File: config.mk
export PLATFORM = sky130hd
export DESIGN_NAME = dspmac_seq_flat
export DESIGN_NICKNAME = d
export VERILOG_FILES = /design/src/rtl/dspmac_seq_if.sv /design/src/rtl/dspmac_seq.sv /design/src/flat_wrapper.sv
export SDC_FILE = /design/constraint.sdc
export NUM_CORES = 1
export LEC_CHECK = 0
export ABC_AREA = 1
export CAP_MARGIN = 20
export CORE_MARGIN = 2
export CORE_UTILIZATION = 40
export DETAILED_ROUTE_END_ITERATION = 10
export MAX_ROUTING_LAYER = met4
export PLACE_DENSITY_LB_ADDON = 0.2
export RECOVER_POWER = 100
export SLEW_MARGIN = 10
export SYNTH_ARGS = -nofsm -noshare
export SYNTH_HDL_FRONTEND = slang
export SYNTH_SLANG_ARGS = --single-unit
File: constraint.sdc
create_clock -name clk -period 10.5 [get_ports clk]
set_clock_uncertainty 0.2 [all_clocks]
set_input_delay 2.625 -clock clk [delete_from_list [all_inputs] [get_ports clk]]
set_output_delay 2.625 -clock clk [all_outputs]
set_load 0.05 [all_outputs]
File: src/rtl/dspmac_seq_if.sv
// Bundle of the dspmac_seq control, operand-stream, MAC-command and result signals.
// master: the sequencer side. slave: the environment (requester, operand source, MAC, result sink).
// Ports: start/len/busy, op_valid/op_ready/op_a/op_b, mac_opcode/mac_a/mac_b/mac_result, res_valid/res_ready/res_data.
interface dspmac_seq_if #(
    parameter int LEN_W = 8
);
    logic                    start;
    logic [LEN_W-1:0]        len;
    logic                    busy;

    logic                    op_valid;
    logic                    op_ready;
    logic signed [15:0]      op_a;
    logic signed [15:0]      op_b;

    logic [1:0]              mac_opcode;
    logic signed [15:0]      mac_a;
    logic signed [15:0]      mac_b;
    logic signed [39:0]      mac_result;

    logic                    res_valid;
    logic                    res_ready;
    logic signed [39:0]      res_data;

    modport master (
        input  start, len, op_valid, op_a, op_b, mac_result, res_ready,
        output busy, op_ready, mac_opcode, mac_a, mac_b, res_valid, res_data
    );

    modport slave (
        output start, len, op_valid, op_a, op_b, mac_result, res_ready,
        input  busy, op_ready, mac_opcode, mac_a, mac_b, res_valid, res_data
    );
endinterface

File: src/rtl/dspmac_seq.sv
// Dot-product job sequencer: feeds operand pairs to an external MAC and returns its accumulator.
// Latency: first opcode one cycle after acceptance; result MAC_LAT+1 cycles after the last opcode.
// Backpressure: op_ready only in FIRST/ACC; result held in DONE until res_ready.
// Ports: clk, rst (async active-high), bus (dspmac_seq_if.master); abort exists only when
// DSPMAC_SEQ_ABORT_EN is defined, in which case it cancels a job in FIRST, ACC or DRAIN.
module dspmac_seq #(
    parameter int LEN_W   = 8,
    parameter int MAC_LAT = 1
) (
    input  logic             clk,
    input  logic             rst,
`ifdef DSPMAC_SEQ_ABORT_EN
    input  logic             abort,
`endif
    dspmac_seq_if.master     bus
);
    localparam logic [1:0] OP_CLR = 2'b00;
    localparam logic [1:0] OP_MUL = 2'b01;
    localparam logic [1:0] OP_MAC = 2'b10;
    localparam logic [1:0] OP_NOP = 2'b11;

    // Drain counter must hold 0..MAC_LAT; keep at least one bit when MAC_LAT is 0.
    localparam int            DW         = (MAC_LAT < 1) ? 1 : $clog2(MAC_LAT + 1);
    localparam logic [DW-1:0] DRAIN_LAST = DW'(MAC_LAT);

    typedef enum logic [2:0] {
        IDLE  = 3'd0,
        CLEAR = 3'd1,
        FIRST = 3'd2,
        ACC   = 3'd3,
        DRAIN = 3'd4,
        DONE  = 3'd5
    } state_t;

    state_t            state;
    state_t            state_nxt;
    logic [LEN_W-1:0]  len_q;
    logic [LEN_W-1:0]  cnt;
    logic [LEN_W-1:0]  cnt_inc;
    logic [DW-1:0]     dcnt;
    logic              accept;
    logic              abort_hit;

    assign accept  = bus.op_valid && bus.op_ready;
    assign cnt_inc = cnt + LEN_W'(1);

`ifdef DSPMAC_SEQ_ABORT_EN
    assign abort_hit = abort && (state inside {FIRST, ACC, DRAIN});
`else
    assign abort_hit = 1'b0;
`endif

    always_comb begin
        state_nxt = state;
        case (state)
            IDLE:  if (bus.start) state_nxt = (bus.len != '0) ? FIRST : CLEAR;
            CLEAR: state_nxt = DRAIN;
            // cnt is 0 in FIRST, so a len==1 job goes straight to DRAIN here.
            FIRST: if (accept) state_nxt = (cnt_inc == len_q) ? DRAIN : ACC;
            ACC:   if (accept && (cnt_inc == len_q)) state_nxt = DRAIN;
            DRAIN: if (dcnt == DRAIN_LAST) state_nxt = DONE;
            DONE:  if (bus.res_ready) state_nxt = IDLE;
            default: state_nxt = IDLE;
        endcase
        if (abort_hit) state_nxt = IDLE;
    end

    always_ff @(posedge clk or posedge rst) begin
        if (rst) begin
            state          <= IDLE;
            bus.busy       <= 1'b0;
            bus.op_ready   <= 1'b0;
            bus.res_valid  <= 1'b0;
            bus.res_data   <= '0;
            bus.mac_opcode <= OP_NOP;
            bus.mac_a      <= '0;
            bus.mac_b      <= '0;
            len_q          <= '0;
            cnt            <= '0;
            dcnt           <= '0;
        end else begin
            state        <= state_nxt;
            // Outputs registered from the next state so they line up with the state register.
            bus.busy     <= (state_nxt != IDLE);
            bus.op_ready <= (state_nxt == FIRST) || (state_nxt == ACC);

            // Every cycle without a command is a NOP; operand buses keep their last value.
            bus.mac_opcode <= OP_NOP;

            case (state)
                IDLE: begin
                    if (bus.start) begin
                        len_q <= bus.len;
                        cnt   <= '0;
                        if (bus.len == '0) bus.mac_opcode <= OP_CLR;
                    end
                end
                FIRST, ACC: begin
                    if (accept && !abort_hit) begin
                        bus.mac_a      <= bus.op_a;
                        bus.mac_b      <= bus.op_b;
                        bus.mac_opcode <= (state == FIRST) ? OP_MUL : OP_MAC;
                        cnt            <= cnt_inc;
                    end
                end
                DONE: begin
                    if (bus.res_ready) bus.res_valid <= 1'b0;
                end
                default: ;
            endcase

            // Drain cycle counter restarts on every entry into DRAIN.
            if ((state == DRAIN) && (state_nxt == DRAIN)) dcnt <= dcnt + DW'(1);
            else                                          dcnt <= '0;

            if ((state == DRAIN) && (state_nxt == DONE)) begin
                bus.res_data  <= bus.mac_result;
                bus.res_valid <= 1'b1;
            end
        end
    end
endmodule

File: src/flat_wrapper.sv
// flat-port wrapper written by rule: the top's interface ports become plain ports
module dspmac_seq_flat 
#(
    parameter int LEN_W   = 8,
    parameter int MAC_LAT = 1
)
  (clk, rst, bus_start, bus_len, bus_op_valid, bus_op_a, bus_op_b, bus_mac_result, bus_res_ready, bus_busy, bus_op_ready, bus_mac_opcode, bus_mac_a, bus_mac_b, bus_res_valid, bus_res_data);
  dspmac_seq_if #(.LEN_W(LEN_W)) bus_i ();
  input  logic clk;
  input  logic rst;
  input wire logic [$bits(bus_i.start)-1:0] bus_start;
  input wire logic [$bits(bus_i.len)-1:0] bus_len;
  input wire logic [$bits(bus_i.op_valid)-1:0] bus_op_valid;
  input wire logic [$bits(bus_i.op_a)-1:0] bus_op_a;
  input wire logic [$bits(bus_i.op_b)-1:0] bus_op_b;
  input wire logic [$bits(bus_i.mac_result)-1:0] bus_mac_result;
  input wire logic [$bits(bus_i.res_ready)-1:0] bus_res_ready;
  output wire logic [$bits(bus_i.busy)-1:0] bus_busy;
  output wire logic [$bits(bus_i.op_ready)-1:0] bus_op_ready;
  output wire logic [$bits(bus_i.mac_opcode)-1:0] bus_mac_opcode;
  output wire logic [$bits(bus_i.mac_a)-1:0] bus_mac_a;
  output wire logic [$bits(bus_i.mac_b)-1:0] bus_mac_b;
  output wire logic [$bits(bus_i.res_valid)-1:0] bus_res_valid;
  output wire logic [$bits(bus_i.res_data)-1:0] bus_res_data;
  assign bus_i.start = bus_start;
  assign bus_i.len = bus_len;
  assign bus_i.op_valid = bus_op_valid;
  assign bus_i.op_a = bus_op_a;
  assign bus_i.op_b = bus_op_b;
  assign bus_i.mac_result = bus_mac_result;
  assign bus_i.res_ready = bus_res_ready;
  assign bus_busy = bus_i.busy;
  assign bus_op_ready = bus_i.op_ready;
  assign bus_mac_opcode = bus_i.mac_opcode;
  assign bus_mac_a = bus_i.mac_a;
  assign bus_mac_b = bus_i.mac_b;
  assign bus_res_valid = bus_i.res_valid;
  assign bus_res_data = bus_i.res_data;
  dspmac_seq #(.LEN_W(LEN_W), .MAC_LAT(MAC_LAT)) u_core (.clk(clk), .rst(rst), .bus(bus_i));
endmodule
Word level (Yosys, flattened, before mapping)

Index checks and enable logic that the tools add are counted.

Input port bits: 85
Logic and storage cells: 62
Flip-flop bits (word level): 97
Output and inout bits: 77

Equal/unequal tests: 12
Add/sub/neg operators: 2
Mux-type cells: 20
Reductions and logical operators: 17

Operators with widths:

| cell                                                                   | number |
|---|---|
| 3-bit two-way mux                                                      | 6 |
| 3-bit case mux with 6 select lines                                     | 1 |
| 8-bit two-way mux                                                      | 2 |
| 8-bit case mux with 2 select lines                                     | 1 |
| 3-bit by 2-bit equality test with 1-bit output (second input constant) | 4 |
| 3-bit equality test (second input constant)                            | 4 |
| 2-bit two-way mux                                                      | 5 |
| 8-bit by 1-bit adder with 8-bit output (second input constant)         | 1 |
| 8-bit equality test                                                    | 1 |
| 8-bit zero test                                                        | 1 |
| 8-bit nonzero test                                                     | 1 |
| 2-bit AND reduction                                                    | 3 |
| 2-bit nonzero test                                                     | 3 |
| 1-bit logical AND                                                      | 4 |
| 1-bit two-way mux                                                      | 4 |
| 2-bit case mux with 2 select lines                                     | 1 |
| 3-bit by 1-bit equality test with 1-bit output (second input constant) | 1 |
| 3-bit zero test                                                        | 1 |
| 3-bit AND reduction                                                    | 1 |
| 3-bit nonzero test                                                     | 1 |
| 2-bit by 1-bit != test with 1-bit output (second input constant)       | 1 |
| 2-bit != test (second input constant)                                  | 1 |
| 2-bit OR reduction                                                     | 1 |
| 1-bit adder (second input constant)                                    | 1 |
| 1-bit logical OR                                                       | 1 |

Logic depth before layout (Yosys ltp)

Word-level depth: 9
Depth in mapped cells: 14
Gate-level depth less buffers: 14

Worst setup path after synthesis

No wires, ideal clock.

Path type: input-to-reg
Start point: input bus_op_valid
End point: register u_core.bus.mac_a[0]
Path slack: 6.685 ns
Arrival: 3.490 ns
Stages on the path: 5
Data required time: 10.175 ns
Path buffers: 1
Library setup time: 0.125 ns
Cell sequence: nand2_1 > inv_1 > nand2_1 > buf_2 > mux2_2

Word-level cells in the longest chain between the ends: 2

RTL lines:

| what                          | RTL line            | RTL |
|---|---|---|
| start, declared               | flat_wrapper.sv:13  | `input wire logic [$bits(bus_i.op_valid)-1:0] bus_op_valid;` |
| 1-bit logical AND             | dspmac_seq.sv:44    | `assign accept = bus.op_valid && bus.op_ready;` |
| 2-bit AND reduction (no line) | --                  |  |
| end signal, assigned          | dspmac_seq.sv:100   | `bus.mac_a <= bus.op_a;` |
| end, declared                 | dspmac_seq_if.sv:27 | `output busy, op_ready, mac_opcode, mac_a, mac_b, res_valid, res_data` |

Every way passes these cells.
A chain may end at the register's enable or synchronous reset.

==> results.md <==
* Path depth of the worst reg2reg path at 6
* Fin worst setup slack at 3.86 ns
* Fillers at 863
* Die area at 11000 µm²
* Switching portion of total power at 48.6%
* Main combinational cell family by area after synthesis: multiplexers
* WP depth at 3
* Dominant cell type by area after synthesis: dfrtp_1
* WS Path Type: primary input to asynchronous set/reset pin
* Mux contribution to synthesized area at 20.2%
* Pre-CTS setup slack at 5.55 ns
* Combinational Power Share at 56.1%
* Crit path DAT at 6.38 ns
* Placed insts at 630
* Die Wd at 105 µm
* Sequential cell area at 2430 µm²
* Internal power at 1030 µW
* Post-CTS setup buffer count at 0
* Power density over cell area at 335 nW/µm²
* Routed via count at 3084
* Sink Count at 97
* Non-Filler Instances at 646
* CP bufs+invs at 3
* Area delta synth->final at 47.3%
* Setup Viol. Count Final at 0
* Unrepaired setup endpoints after global routing: false
* First-pass GRT wire length at 15500 µm
* Largest net degree at the start of global routing at 52
* Root Buffer: clkbuf_8
* Multi-input gate area at 1460 µm²
* Syn Area/Cell at 11.8 µm²
* Share of cells above drive strength 1 at 19.5%
* Post-DP HPWL at 7260 µm
* Sum Neg Setup Slack at 0 ns
* Sw Pwr at 974 µW
* CTS resizes at 0
* Ant diodes at 0
* Fin crit share at 63.3%
* Unique masters post-synth at 27
* Tmin final at 6.64 ns
* Final Hold Vio Count at 0
* Detailed Route WL at 9680 µm
* Clock share of power at 11.6%
* Compound-Gate Fraction of Synth Area at 3.17%
* Sequential area share after synthesis at 59.8%
* Detail Route Antenna Nets at 0
* Area contributors post-synth: dfrtp_1, mux2_2, nand2_1
* Tot GR Track Use at 18.5%
* Clk buf depth at 2
* Adder-Cell Fraction of Synth Area at 0.308%
* Vias per inst at 4.77
* DR DRC count at 0
* Synthesized area at 4060 µm²
* Clk slew on worst S/H paths at 0.09 ns
* Core Footprint at 9820 µm²
* Critical Path RT at 10.23 ns
* Port Buffers at 161
* CTS tree: done
* Synth Area in Simple Gates at 11.9%
* Violated checks: max-capacitance violations, max-slew violations
* Worst setup EP type: asynchronous set/reset pin
* Worst-path cell chain: dlygate4sd3_1 -> clkinvlp_2 -> clkbuf_1
* Wire per inst at 15.0 µm
* Max FO, Critical Path at 51
* Slowest-stage cell, CP: clkbuf_1
* Post-CTS Hold Buffers at 0
* Max-Slew Margin vs Limit at -70.1%
* Worst-Margin Slew at 2.55 ns
* Outcome: finished with violations
* CTS Buf Count at 9
* Slowest stage delay, CP at 1.89 ns
* RD Place Congestion at 0.888
* Clock H-tree levels at 3
* DRT Pass-1 Iters at 4
* Commonest non-fill, non-tap cell in the layout: dlygate4sd3_1
* Max frequency at 0.151 GHz
* Commonest non-fill, non-tap cells in the layout: dlygate4sd3_1, dfrtp_1, mux2_2
* Mapped Nets at 430
* Nets at 594
* Hold/Removal Path Class: flop to flop
* WHS Path Cells at 1
* Clock latency on the worst-skew pair at 0.37 ns
* # IOs at 162
* Crit path max-delay family: buffers and inverters
* Die extent in y at 105 µm
* Initial antenna violation count at 0
* Max_cap viols at 2
* Max Slew Vio Count at 100
* Std-Cell Rows at 36
* Leakage at 0.00262 µW
* Ys Warns at 0
* First DRT Iteration DRCs at 120
* Synth Area in XOR/XNOR at 0.431%
* Initial Util at 41.4%
* VDD IR max at 0.000232 V
* Cell count after synthesis at 344
* Synthesized flop and latch total at 97
* Startpoint class of the critical path: primary input
* Post-synth top area share at 58.5%
* Seq pwr share at 32.3%
* Global route total overflow at 0
* Vias in the first global route at 3226
## per-stage QoR
| stage | hold WS, ns | instance area, µm² | util [%] | total power, µW |
|---|---|---|---|---|
| after detailed placement | 0.240 | 5810 | 59.2 | 1850 |
| after global placement | 0.234 | 5810 | 59.2 | 1830 |
| final | 0.250 | 5980 | 60.9 | 2000 |
| after CTS | 0.253 | 6000 | 61.1 | 2090 |
| after global routing | 0.280 | 5980 | 60.9 | 2110 |
| after floorplan | 0.201 | 4060 | - | 1450 |
## power by group through the flow
stage / sequential [µW] / combinational, µW / clock [µW]
2_1_floorplan: 1140 / 303 / 0
3_3_place_gp: 651 / 1170 / 0
3_5_place_dp: 660 / 1190 / 0
4_1_cts: 654 / 1190 / 241
5_1_grt: 671 / 1180 / 259
6_report: 648 / 1120 / 233
## state kept, by name (all words and copies together) (netlist names)
signal and cells:
u_core.bus.op_ready 1, u_core.bus.busy 1, u_core.bus.mac_a 16, u_core.bus.mac_b 16
u_core.len_q 8, u_core.dcnt 1, u_core.bus.res_data 40, u_core.cnt 8
u_core.state 3, u_core.bus.res_valid 1, u_core.bus.mac_opcode 2
## final cells by class
cell class	count	share of cell area, %
flip-flops and latches	97	40.6
repair buffers	163	27.1
multi-input cells	205	24.4
well taps	133	2.78
clock buffers	12	2.59
inverters	32	2.03
clock inverters	4	0.585
## cell usage after synthesis
master,count
or2_2,1
xnor2_1,1
nand2_1,54
nor2_4,1
clkbuf_1,1
buf_4,1
dfrtp_1,95
nor2_1,13
ha_1,1
nor3_1,1
o21ai_0,8
o22ai_1,6
dfstp_2,2
o21a_1,1
o31ai_1,1
xor2_1,1
inv_1,32
nand3_1,24
mux2_2,73
nand3b_1,2
nand4_1,4
nor2_2,6
o21bai_1,1
nand3_2,1
o2111ai_1,1
a21oi_1,4
buf_2,8
## final timing paths
check | from | slack (ns) | to
worst max-delay path | rst | 3.86 | u_core.cnt[2]
worst min-delay path | u_core.dcnt | 0.25 | u_core.dcnt
worst max register to register | u_core.state[1] | 7.34 | u_core.cnt[7]
worst min register to register | u_core.dcnt | 0.25 | u_core.dcnt
max in group clk | bus_op_valid | 5.01 | u_core.cnt[7]
min in group asynchronous | rst | 3.09 | u_core.bus.res_data[24]
## metal layers
metal / vias up / part of all wire (%) / GRT usage [%]
met5: - / 0 / -
met4: 0 / 1.4 / 5.81
met3: 11 / 5.4 / 5.49
met2: 91 / 52 / 31.4
met1: 1505 / 41 / 21.2
li1: 1477 / - / -
## worst reg2reg max path, stage by stage, from the launching register on
cell,delay (ns)
dfrtp_1,0.45
inv_1,0.13
nor2_1,0.07
nand2_1,0.52
clkbuf_1,1.03
nand2_1,0.38
o22ai_1,0.28
## cells by family after synthesis
group,count (synthesis)
xor gates and xnor gates,2
muxes,73
buffers and inverters,42
AOI/OAI and AO/OA,22
and+or+nand+nor,107
adders and majority gates,1
DFF,97
No activity file was read; power rests on OpenSTA's default activity.
